**config.mk**
```make
export PLATFORM = sky130hd
export DESIGN_NAME = i2s_receiver
export DESIGN_NICKNAME = d
export VERILOG_FILES = /design/src/rtl/i2s_receiver.sv
export SDC_FILE = /design/constraint.sdc
export NUM_CORES = 1
export LEC_CHECK = 0
export ABC_AREA = 1
export CAP_MARGIN = 20
export CORE_MARGIN = 2
export CORE_UTILIZATION = 30
export CTS_CLUSTER_DIAMETER = 150
export DETAILED_ROUTE_END_ITERATION = 10
export MAX_ROUTING_LAYER = met4
export PLACE_DENSITY = 0.47
export SYNTH_ARGS = -nofsm -noshare
export SYNTH_HDL_FRONTEND = slang
export SYNTH_SLANG_ARGS = --single-unit
export TNS_END_PERCENT = 50
```
**constraint.sdc**
```tcl
create_clock -name clk_soc -period 1.9 [get_ports clk_soc]
set_input_delay 0.285 -clock clk_soc [delete_from_list [all_inputs] [get_ports clk_soc]]
set_output_delay 0.285 -clock clk_soc [all_outputs]
set_load 0.05 [all_outputs]
```
**src/rtl/i2s_receiver.sv**
```systemverilog
// I2S slave receiver for the codec ADC path. The bclk, lrclk and sdata inputs
// are oversampled in the clk_soc domain. Each half-frame is deserialised MSB
// first on falling bclk edges, and complete stereo frames are presented with a
// valid/ack handshake.
module i2s_receiver #(
  parameter int unsigned SAMPLE_BITS = 24,
  parameter int unsigned SYNC_STAGES = 2
) (
  input  logic                       clk_soc,
  input  logic                       reset,
  input  logic                       enable,
  input  logic                       bclk,
  input  logic                       lrclk,
  input  logic                       sdata,
  output logic [2*SAMPLE_BITS-1:0]   frame_out,
  output logic                       frame_valid,
  input  logic                       frame_ack,
  output logic                       frame_error,
  output logic                       overrun,
  input  logic                       clear_overrun
);

  localparam int unsigned CW = $clog2(SAMPLE_BITS + 2);
  localparam logic [CW-1:0] CNT_FULL = CW'(SAMPLE_BITS);
  localparam logic [CW-1:0] CNT_MAX  = CW'(SAMPLE_BITS + 1);

  typedef enum logic [1:0] {
    IDLE  = 2'd0,
    LEFT  = 2'd1,
    RIGHT = 2'd2
  } state_t;

  // synchroniser chains plus history flops for edge detection
  logic [SYNC_STAGES-1:0] bclk_sync_q, bclk_sync_d;
  logic [SYNC_STAGES-1:0] lr_sync_q, lr_sync_d;
  logic [SYNC_STAGES-1:0] sd_sync_q, sd_sync_d;
  logic                   bclk_hist_q, bclk_hist_d;
  logic                   lr_hist_q, lr_hist_d;

  // deserialiser state
  logic [CW-1:0]          cnt_q, cnt_d;
  logic [SAMPLE_BITS-1:0] left_q, left_d;
  logic [SAMPLE_BITS-1:0] right_q, right_d;

  // frame FSM
  state_t                 state_q, state_d;
  logic                   bad_q, bad_d;
  logic                   commit_q, commit_d;
  logic                   good_q, good_d;

  // output registers
  logic [2*SAMPLE_BITS-1:0] frame_q, frame_d;
  logic                     valid_q, valid_d;
  logic                     error_q, error_d;
  logic                     overrun_q, overrun_d;

  logic bclk_fall;
  logic lr_fall;
  logic lr_rise;
  logic sd_bit;

  // shift each async input one stage deeper every clock
  always_comb begin
    bclk_sync_d = {bclk_sync_q[SYNC_STAGES-2:0], bclk};
    lr_sync_d   = {lr_sync_q[SYNC_STAGES-2:0], lrclk};
    sd_sync_d   = {sd_sync_q[SYNC_STAGES-2:0], sdata};
    bclk_hist_d = bclk_sync_q[SYNC_STAGES-1];
    lr_hist_d   = lr_sync_q[SYNC_STAGES-1];
  end

  // synchroniser and history registers
  always_ff @(posedge clk_soc) begin
    if (reset) begin
      bclk_sync_q <= '0;
      lr_sync_q   <= '0;
      sd_sync_q   <= '0;
      bclk_hist_q <= 1'b0;
      lr_hist_q   <= 1'b0;
    end else begin
      bclk_sync_q <= bclk_sync_d;
      lr_sync_q   <= lr_sync_d;
      sd_sync_q   <= sd_sync_d;
      bclk_hist_q <= bclk_hist_d;
      lr_hist_q   <= lr_hist_d;
    end
  end

  // edges seen where the last sync stage disagrees with its history flop
  always_comb begin
    bclk_fall = !bclk_sync_q[SYNC_STAGES-1] && bclk_hist_q;
    lr_fall   = !lr_sync_q[SYNC_STAGES-1] && lr_hist_q;
    lr_rise   = lr_sync_q[SYNC_STAGES-1] && !lr_hist_q;
    sd_bit    = sd_sync_q[SYNC_STAGES-1];
  end

  // bit counter and channel shift registers
  always_comb begin
    cnt_d   = cnt_q;
    left_d  = left_q;
    right_d = right_q;
    if (lr_fall || lr_rise) begin
      cnt_d = '0;
    end else if (bclk_fall) begin
      if (cnt_q < CNT_FULL) begin
        if (state_q == LEFT) begin
          left_d = {left_q[SAMPLE_BITS-2:0], sd_bit};
        end else if (state_q == RIGHT) begin
          right_d = {right_q[SAMPLE_BITS-2:0], sd_bit};
        end
      end
      if (cnt_q != CNT_MAX) begin
        cnt_d = cnt_q + CW'(1);
      end
    end
  end

  // deserialiser registers
  always_ff @(posedge clk_soc) begin
    if (reset) begin
      cnt_q   <= '0;
      left_q  <= '0;
      right_q <= '0;
    end else begin
      cnt_q   <= cnt_d;
      left_q  <= left_d;
      right_q <= right_d;
    end
  end

  // frame FSM: track halves, flag bad bit counts, raise commit at frame end
  always_comb begin
    state_d  = state_q;
    bad_d    = bad_q;
    commit_d = 1'b0;
    good_d   = 1'b0;
    if (!enable) begin
      state_d = IDLE;
    end else begin
      case (state_q)
        IDLE: begin
          if (lr_fall) begin
            state_d = LEFT;
            bad_d   = 1'b0;
          end
        end
        LEFT: begin
          if (lr_rise) begin
            state_d = RIGHT;
            if (cnt_q != CNT_FULL) bad_d = 1'b1;
          end
        end
        RIGHT: begin
          if (lr_fall) begin
            state_d  = LEFT;
            commit_d = 1'b1;
            good_d   = !bad_q && (cnt_q == CNT_FULL);
            bad_d    = 1'b0;
          end
        end
        default: state_d = IDLE;
      endcase
    end
  end

  // FSM registers
  always_ff @(posedge clk_soc) begin
    if (reset) begin
      state_q  <= IDLE;
      bad_q    <= 1'b0;
      commit_q <= 1'b0;
      good_q   <= 1'b0;
    end else begin
      state_q  <= state_d;
      bad_q    <= bad_d;
      commit_q <= commit_d;
      good_q   <= good_d;
    end
  end

  // handshake, error pulse and overrun; left/right are still intact one cycle
  // after commit because bclk edges are several clk_soc cycles apart
  always_comb begin
    frame_d   = frame_q;
    valid_d   = valid_q;
    overrun_d = overrun_q;
    error_d   = 1'b0;
    if (frame_ack && valid_q) valid_d = 1'b0;
    if (clear_overrun) overrun_d = 1'b0;
    if (commit_q) begin
      if (!good_q) begin
        error_d = 1'b1;
      end else if (!valid_q || frame_ack) begin
        frame_d = {left_q, right_q};
        valid_d = 1'b1;
      end else begin
        overrun_d = 1'b1;
      end
    end
  end

  // output registers
  always_ff @(posedge clk_soc) begin
    if (reset) begin
      frame_q   <= '0;
      valid_q   <= 1'b0;
      error_q   <= 1'b0;
      overrun_q <= 1'b0;
    end else begin
      frame_q   <= frame_d;
      valid_q   <= valid_d;
      error_q   <= error_d;
      overrun_q <= overrun_d;
    end
  end

  assign frame_out   = frame_q;
  assign frame_valid = valid_q;
  assign frame_error = error_q;
  assign overrun     = overrun_q;

endmodule

```
== Word-level counts from Yosys, hierarchy flattened ==
Index checks and enable logic that the tools add are counted.

* Register bits after elaboration: 117
* Input port bits: 8
* Word-level logic and storage cells: 75

* Add/subtract/negate cells: 1
* Magnitude comparators: 1
* Equal/unequal tests: 8
* Multiplexer cells: 17
* Bitwise operators: 6
* Reductions and logical operators: 26

{| class="wikitable"
|+ Operators with widths
! kind !! count
|-
| $mux W1 || 13
|-
| $ne A5 B5 Y1 const B || 2
|-
| $reduce_and A5 Y1 || 2
|-
| $reduce_or A2 Y1 || 4
|-
| $not A1 Y1 || 6
|-
| $add A5 B1 Y5 const B || 1
|-
| $eq A5 B5 Y1 const B || 1
|-
| $logic_and A1 B1 Y1 || 5
|-
| $logic_not A1 Y1 || 5
|-
| $lt A5 B5 Y1 const B || 1
|-
| $mux W2 || 2
|-
| $ne A2 B1 Y1 const B || 2
|-
| $pmux W2 S2 || 1
|-
| $reduce_and A2 Y1 || 2
|-
| $reduce_and A4 Y1 || 1
|-
| $reduce_or A4 Y1 || 1
|-
| $reduce_and A3 Y1 || 1
|-
| $reduce_or A3 Y1 || 1
|-
| $eq A2 B1 Y1 const B || 1
|-
| $eq A2 B2 Y1 const B || 1
|-
| $logic_not A2 Y1 || 1
|-
| $logic_or A1 B1 Y1 || 2
|-
| $ne A2 B2 Y1 const B || 1
|-
| $pmux W1 S2 || 1
|-
| $reduce_bool A2 Y1 || 1
|}

== Depth between registers and ports, before layout ==
Gate-level depths: netlist of run 1.

* Depth after elaboration: 5
* Depth in mapped cells: 8
* Gate-level depth less buffers: 8

== Least setup slack after synthesis of run 1 ==
OpenSTA, ideal clock, no wires.

* Path type: register to register
* Start point: register valid_q (netlist: frame_valid)
* End point: register frame_q[14] (netlist: frame_out[14])
* Library setup time: 0.116 ns
* Arrival: 1.376 ns
* Data required time: 1.784 ns
* Path slack: 0.407 ns
* Cell stages (with the launch flop): 8
* Path buffers: 2
* Clock period less this slack: 1.493 ns
* Cells stage by stage: dfxtp_1 inv_1 nor2_2 nor2_2 buf_6 clkbuf_4 o21ai_0 nor2_1

* Word-level cells in the longest chain between the ends: 3

{| class="wikitable"
|+ RTL lines
! what !! RTL line !! RTL
|-
| start: declaration || 53 || <nowiki>logic valid_q, valid_d;</nowiki>
|-
| start signal: assignment || 210 || <nowiki>valid_q <= valid_d;</nowiki>
|-
| $logic_not A1 Y1 || 192 || <nowiki>end else if (!valid_q || frame_ack) begin</nowiki>
|-
| $logic_or A1 B1 Y1 || 192 ||
|-
| $reduce_and A3 Y1 (no line) || - ||
|-
| end signal: assignment || 209 || <nowiki>frame_q <= frame_d;</nowiki>
|-
| end: declaration || 52 || <nowiki>logic [2*SAMPLE_BITS-1:0] frame_q, frame_d;</nowiki>
|}

Every way passes these cells.
A chain may end at the register's enable or synchronous reset.

== Worst setup path after layout of run 1 ==
* Start point: register frame_q[24] (netlist: frame_out[24])
* End point: output port frame_out[24]

{| class="wikitable"
|+ RTL lines
! what !! RTL line !! RTL
|-
| end: declaration || 15 || <nowiki>output logic [2*SAMPLE_BITS-1:0] frame_out,</nowiki>
|}

No word-level cell between the ends.

==> metrics.md, run 1 <==
| Metric | Value |
|---|---|
| Status | `complete, no violations` |
| FF-to-FF setup slack | `0.33 ns` |
| Post-route clock period utilization | `0.983` |
| Initial antenna violation count | `0` |
| Slowest CP cell | `clkdlybuf4s50_1` |
| Buf+Inv Stages, Crit Path | `1` |
| Final HPWL DP | `6.13 mm` |
| Full die area | `16700 um^2` |
| Post-cts resize count | `0` |
| Vias in the first global route | `about 3700` |
| Avg Cell Area, Syn | `just over 7 um^2` |
| VDD IR-drop max | `approximately 550 uV` |
| Clk sinks | `117` |
| Setup_tns | `0 ns` |
| Slew headroom | `0.652` |
| Root Driver | `clkbuf_16` |
| WL/cell | `approximately 11 um` |
| Predominant post-synthesis flop cell | `dfxtp_1` |
| Layout cell share with drive strength beyond 1 | `0.0674` |
| Placer Congestion | `approximately 0.75` |
| Fraction of registers with async set/reset | `0` |
| Clk pin slew, worst setup/hold paths | `around 0.05 ns` |
| Max incr delay on CP | `between 0.8 and 0.9 ns` |
| DR iter-0 viols | `210` |
| # setup viols final | `0` |
| Vias per Instance | `around 4.3` |
| Hold EP | `lr_sync_q[0]` |
| CP top delay family | `buffers and inverters` |
| Port Buffers | `58` |
| Max-cap viol count | `0` |
| Hold Path Class | `in -> reg` |
| GR Util met3 | `0.0355` |
| Critical Path RT | `~1.6 ns` |
| Final ANT Viol Nets | `0` |
| Post-Synthesis Cells | `around 650` |
| Htree depth | `4` |
| Num CTS Buffers | `17` |
| Seq/Total Area, Yosys | `0.498` |
| Hold_sp | `lrclk` |
| Top cell type's share of synthesized area | `0.498` |
| Fmax | `535 MHz` |
| Largest net degree at the start of global routing | `73` |
| Worst-Margin Slew | `approximately 0.52 ns` |
| First-pass GRT wire length | `around 17 mm` |
| CTS Hold Bufs | `0` |
| Drt drc | `0` |
| CTS Buffer Depth | `2` |
| Crit path launch type | `flop` |
| Post-synthesis cell type count | `24` |
| Seq cells post-synth | `~120` |
| Commonest cells post-synth | `nor2_1, dfxtp_1, inv_1, nand2_1, nand3_1` |
| RR Startpoint | `lr_sync_q[1]` |
| RSZ-0062 raised after global routing | `no` |
| CTS tree | `built` |
| Num ports | `59` |
| Layout net count | `714` |
| Area Overhead vs Synth | `28.5%` |
| Synthesized net count | `about 670` |
| Pwr per Cell Area | `~940 nW/um^2` |
| Number of diodes | `0` |
| Final Power | `5.69 mW` |
| Hold Path Stages | `3` |
| Grt ovf | `0` |
| Synth area leader | `dfxtp_1` |
| GR Layer Usage met1 | `0.165` |
| Met2 GRT Util | `0.204` |
| Arr. time, crit path | `1.58 ns` |
| Reg2Reg Depth | `8` |
| Global route hottest layer | `met2` |
| Critical path type | `reg -> out` |
| Die width | `approximately 130 um` |
| EDFF count, synth | `0` |
| Slew Viols, Final | `0` |
| Die height | `approximately 130 um` |
| Worst r2r dst | `left_q[13]` |
| Post-CTS Setup Bufs | `0` |
| Area contributors post-synth | `dfxtp_1, nor2_1, nand3_1` |
| Peak fanout along the critical path | `2` |
| Tot GR Track Use | `0.134` |
| Final Hold Fails | `0` |
| Cell Area, Synth | `approximately 4700 um^2` |
| Top-count cell post-synth | `nor2_1` |
| Critical Path Sink Type | `output pin` |
| Crit-path cells | `clkdlybuf4s50_1` |
| Drt pass-1 iters | `6` |
| Clock Latency Late Sink | `0.41 ns` |
| Routed Wire Length | `~10 mm` |
| Total core area | `~15000 um^2` |
| # rows | `45` |
| Min Tclk post-route | `around 1.9 ns` |
| Syn. warnings | `0` |
| Static Leak | `between 2 and 3 nW` |
| Final setup skew | `0.00544 ns` |
| Vias | `approximately 4000` |
| Initial Util | `0.308` |
-- stage by stage --
| stage | hold WS (ns) | instances | util | area, um^2 | worst slack [ns] |
|---|---|---|---|---|---|
| 5_1_grt | 0.385 | 923 | 0.396 | 6040 | 0.00395 |
| 4_1_cts | 0.371 | 923 | 0.396 | 6040 | 0.0147 |
| 3_5_place_dp | 0.395 | 893 | 0.358 | 5470 | 0.223 |
| 6_report | 0.388 | 923 | 0.396 | 6040 | 0.0315 |
| 2_1_floorplan | 0.388 | 652 | - | 4700 | 0.407 |
| 3_3_place_gp | 0.389 | 893 | 0.358 | 5470 | 0.276 |
-- kinds of logic (layout without fill, tap and decap cells) --
logic type / count (synthesis) / in the layout / share of synthesized area
buffers and inverters: 118 / 178 / 0.112
AOI/OAI and AO/OA: 80 / 80 / 0.0851
and+or+nand+nor: 332 / 332 / 0.292
adders and majority gates: 5 / 5 / 0.0133
DFF: 117 / 117 / 0.498
-- flip-flops by register name, summed over array words and instances, names as in the netlist, 2 cells and up --
| register | cells |
|---|---|
| bclk_sync_q | 2 |
| cnt_q | 5 |
| frame_out | 48 |
| left_q | 24 |
| lr_sync_q | 2 |
| right_q | 24 |
| sd_sync_q | 2 |
| state_q | 2 |
-- worst reg2reg max path: stages (launching register included) --
cell     delay [ns]
dfxtp_1        0.32
inv_1          0.06
ha_1           0.32
nand2_2        0.10
nor2_4         0.11
buf_12         0.26
nand3_1        0.18
nand2_1        0.08
nor2_1         0.04
-- metal layers --
metal  routed length [um]  vias up
li1                     -     2117
met1                 5040     1766
met2                 4520       86
met3                  463       14
met4                  203        0
met5                    0        -
-- where the power goes --
part / switching (mW) / internal [mW] / total, mW
sequential: 0.00535 / 2.47 / 2.47
clock: 1.03 / 2.05 / 3.08
combinational: 0.0890 / 0.0529 / 0.142
total: 1.13 / 4.57 / 5.69
-- placed cells by master (no fill, tap or decap), types with 6 or more instances in the layout --
master and count:
nor2_1 183, dfxtp_1 117, inv_1 75, nand2_1 75, nand3_1 60, clkdlybuf4s50_1 56
o21ai_0 44, a21oi_1 31, clkbuf_16 17, buf_4 6
-- worst max-delay path by stage --
stage,from,to,slack (ns),cells after the start
after detailed placement,frame_ack,frame_out[27],0.22,6
after global placement,frame_ack,frame_out[0],0.28,6
final,frame_out[24],frame_out[24],0.03,1
after floorplan,frame_valid,frame_out[14],0.41,7
after CTS,frame_out[24],frame_out[24],0.01,1
after global routing,frame_out[5],frame_out[5],0.004,1
-- layout make-up --
| class | instances | area, um^2 |
|---|---|---|
| multi-input cells | 417 | 1840 |
| fillers | 1596 | 9220 |
| inverters | 79 | 297 |
| well taps | 211 | 264 |
| flip-flops and latches | 117 | 2340 |
| clock buffers | 26 | 499 |
| clock inverters | 4 | 70.1 |
| repair buffers | 69 | 731 |
Power figures use the tool's default switching activity.
==> run 2, diff against run 1 <==
GPL_TIMING_DRIVEN = 0   (was default)
==> metrics.md, run 2 (synthesis gave the netlist of run 1 again) <==
| Metric | Value |
|---|---|
| Status | `complete, no violations (unchanged)` |
| Post-route clock period utilization | `0.966 (was 0.983)` |
| Full die area | `16700 um^2 (unchanged)` |
| Max-cap viol count | `0 (unchanged)` |
| Layout net count | `742 (was 714)` |
| Clk pin slew, worst setup/hold paths | `0.05 ns (about the same)` |
| Hold EP | `bclk_sync_q[0] (was lr_sync_q[0])` |
| Initial antenna violation count | `0 (unchanged)` |
| Initial Util | `0.308 (unchanged)` |
| Net Sw Frac | `0.201 (was 0.198)` |
| Combinational power share | `0.025 (about the same)` |
| # setup viols final | `0 (unchanged)` |
| WL/cell | `11.7 um (was 11.1 um)` |
| Routed Wire Length | `11.1 mm (was 10.2 mm)` |
| DR iter-0 viols | `311 (was 210)` |
| Worst r2r dst | `right_q[6] (was left_q[13])` |
| Critical Path Sink Type | `output pin (unchanged)` |
| Die height | `129 um (unchanged)` |
| Most common cell after layout, fill and taps aside | `nor2_1 (unchanged)` |
| Multi-input gate area | `1830 um^2 (was 1840 um^2)` |
| Clock Latency Late Sink | `0.41 ns (about the same)` |
| Number of diodes | `0 (unchanged)` |
| Drt drc | `0 (unchanged)` |
| First-pass GRT wire length | `18.6 mm (was 17.3 mm)` |
| Drt pass-1 iters | `4 (was 6)` |
| Pwr per Cell Area | `927 nW/um^2 (was 942 nW/um^2)` |
| Final HPWL DP | `7.60 mm (was 6.13 mm)` |
| Static Leak | `2.62 nW (was 2.54 nW)` |
| Critical Path RT | `1.62 ns (about the same)` |
| Switching power | `1.14 mW (was 1.13 mW)` |
| Setup_tns | `0 ns (unchanged)` |
| Reg2Reg Depth | `8 (unchanged)` |
| Final setup skew | `0.00510 ns (was 0.00544 ns)` |
| Vias per Instance | `4.34 (was 4.32)` |
| Arr. time, crit path | `1.55 ns (was 1.58 ns)` |
| Clk sinks | `117 (unchanged)` |
| CTS Buffer Depth | `2 (unchanged)` |
| Min Tclk post-route | `1.84 ns (was 1.87 ns)` |
| Max incr delay on CP | `0.81 ns (was 0.82 ns)` |
| Hold Path Class | `in -> reg (unchanged)` |
| Buf+Inv Stages, Crit Path | `1 (unchanged)` |
| Clk pwr share | `0.540 (was 0.541)` |
| Grt ovf | `0 (unchanged)` |
| Critical path type | `reg -> out (unchanged)` |
| RSZ-0062 raised after global routing | `no (unchanged)` |
| Max reg flops | `48 (unchanged)` |
| FF-to-FF setup slack | `0.31 ns (was 0.33 ns)` |
| Hold_sp | `bclk (was lrclk)` |
| Crit path launch type | `flop (unchanged)` |
| Placer Congestion | `0.794 (was 0.752)` |
| Sequential share of power | `0.435 (was 0.434)` |
| RR Startpoint | `lr_sync_q[1] (unchanged)` |
| # rows | `45 (unchanged)` |
| Area Overhead vs Synth | `30.2% (was 28.5%)` |
| Final ANT Viol Nets | `0 (unchanged)` |
| Final Hold Fails | `0 (unchanged)` |
| Die width | `129 um (unchanged)` |
| Root Driver | `clkbuf_16 (unchanged)` |
| Slowest CP cell | `clkdlybuf4s50_1 (unchanged)` |
| Crit-path cells | `clkdlybuf4s50_1 (unchanged)` |
| Most frequent cells in the layout | `nor2_1, dfxtp_1, inv_1, nand2_1, nand3_1 (unchanged)` |
| Tot GR Track Use | `0.144 (was 0.134)` |
| CTS tree | `built (unchanged)` |
| Num ports | `59 (unchanged)` |
| Hold Path Stages | `3 (unchanged)` |
| Slew headroom | `0.654 (was 0.652)` |
| Total core area | `15300 um^2 (unchanged)` |
| Final hold slack | `0.386 ns (was 0.388 ns)` |
| Vias in the first global route | `3980 (was 3744)` |
| Layout cell share with drive strength beyond 1 | `0.0824 (was 0.0674)` |
| Largest net degree at the start of global routing | `17 (was 73)` |
| Pint | `4.54 mW (was 4.57 mW)` |
| VDD IR-drop max | `560 uV (was 548 uV)` |
| Num CTS Buffers | `17 (unchanged)` |
| Fillers | `1617 (was 1596)` |
| Peak fanout along the critical path | `2 (unchanged)` |
| Slew Viols, Final | `0 (unchanged)` |
| Vias | `4124 (was 3983)` |
| Post-CTS Setup Bufs | `0 (unchanged)` |
| Port Buffers | `58 (unchanged)` |
| Fmax | `545 MHz (was 535 MHz)` |
| Worst-Margin Slew | `0.518 ns (was 0.521 ns)` |
| CP top delay family | `buffers and inverters (unchanged)` |
| Htree depth | `4 (unchanged)` |
| FF/Latch Area | `2340 um^2 (unchanged)` |
run 2: area by class of cell:
type,count,share of cell area
Inverter,79,0.0484
Clock buffer,27,0.0870
Buffer,39,0.0376
Sequential cell,117,0.382
Timing Repair Buffer,58,0.0956
Tap cell,211,0.0431
Clock inverter,3,0.00654
Multi-Input combinational cell,417,0.299
run 2: per-stage QoR:
step                 util  cells  cell area, um^2  setup slack [ns]  total power [mW]
finish              0.401    951             6130            0.0644              5.68
CTS                 0.401    951             6120           0.00444              5.76
global route        0.401    951             6130           0.00446              5.89
floorplan               -    652             4700             0.407              2.62
detailed placement  0.364    921             5550            0.0697              2.67
global placement    0.364    921             5550            0.0359              2.66
run 2: how the worst max path moves through the flow:
stage	depth (start not counted)	end	slack, ns	from
2_1_floorplan	7	frame_out[14]	0.41	frame_valid
3_3_place_gp	8	frame_out[23]	0.04	frame_ack
3_5_place_dp	8	frame_out[15]	0.07	frame_ack
4_1_cts	1	frame_out[27]	0.004	frame_out[27]
5_1_grt	1	frame_out[40]	0.004	frame_out[40]
6_report	1	frame_out[37]	0.06	frame_out[37]
run 2: power by group through the flow:
stage / Combinational [mW] / Clock (mW) / Sequential [mW]
6_report: 0.142 / 3.06 / 2.47
5_1_grt: 0.163 / 3.25 / 2.47
4_1_cts: 0.145 / 3.14 / 2.47
3_5_place_dp: 0.144 / 0 / 2.52
3_3_place_gp: 0.141 / 0 / 2.52
2_1_floorplan: 0.0959 / 0 / 2.52
run 2: repair_timing:
| action | in CTS | in global routing |
|---|---|---|
| endpoints found under the hold margin | 0 | 0 |
| gates resized for setup | 0 | 2 |
| hold buffers | 0 | 0 |
| endpoints found under the setup margin | 0 | 2 |
run 2: per-layer routing:
metal	vias to the layer above	GRT usage	wire (um)	part of all wire
met1	1877	0.180	5590	0.50
met4	0	0.0569	117	0.011
li1	2176	-	-	-
met5	-	-	0	0
met2	61	0.222	5010	0.45
met3	10	0.0396	371	0.033
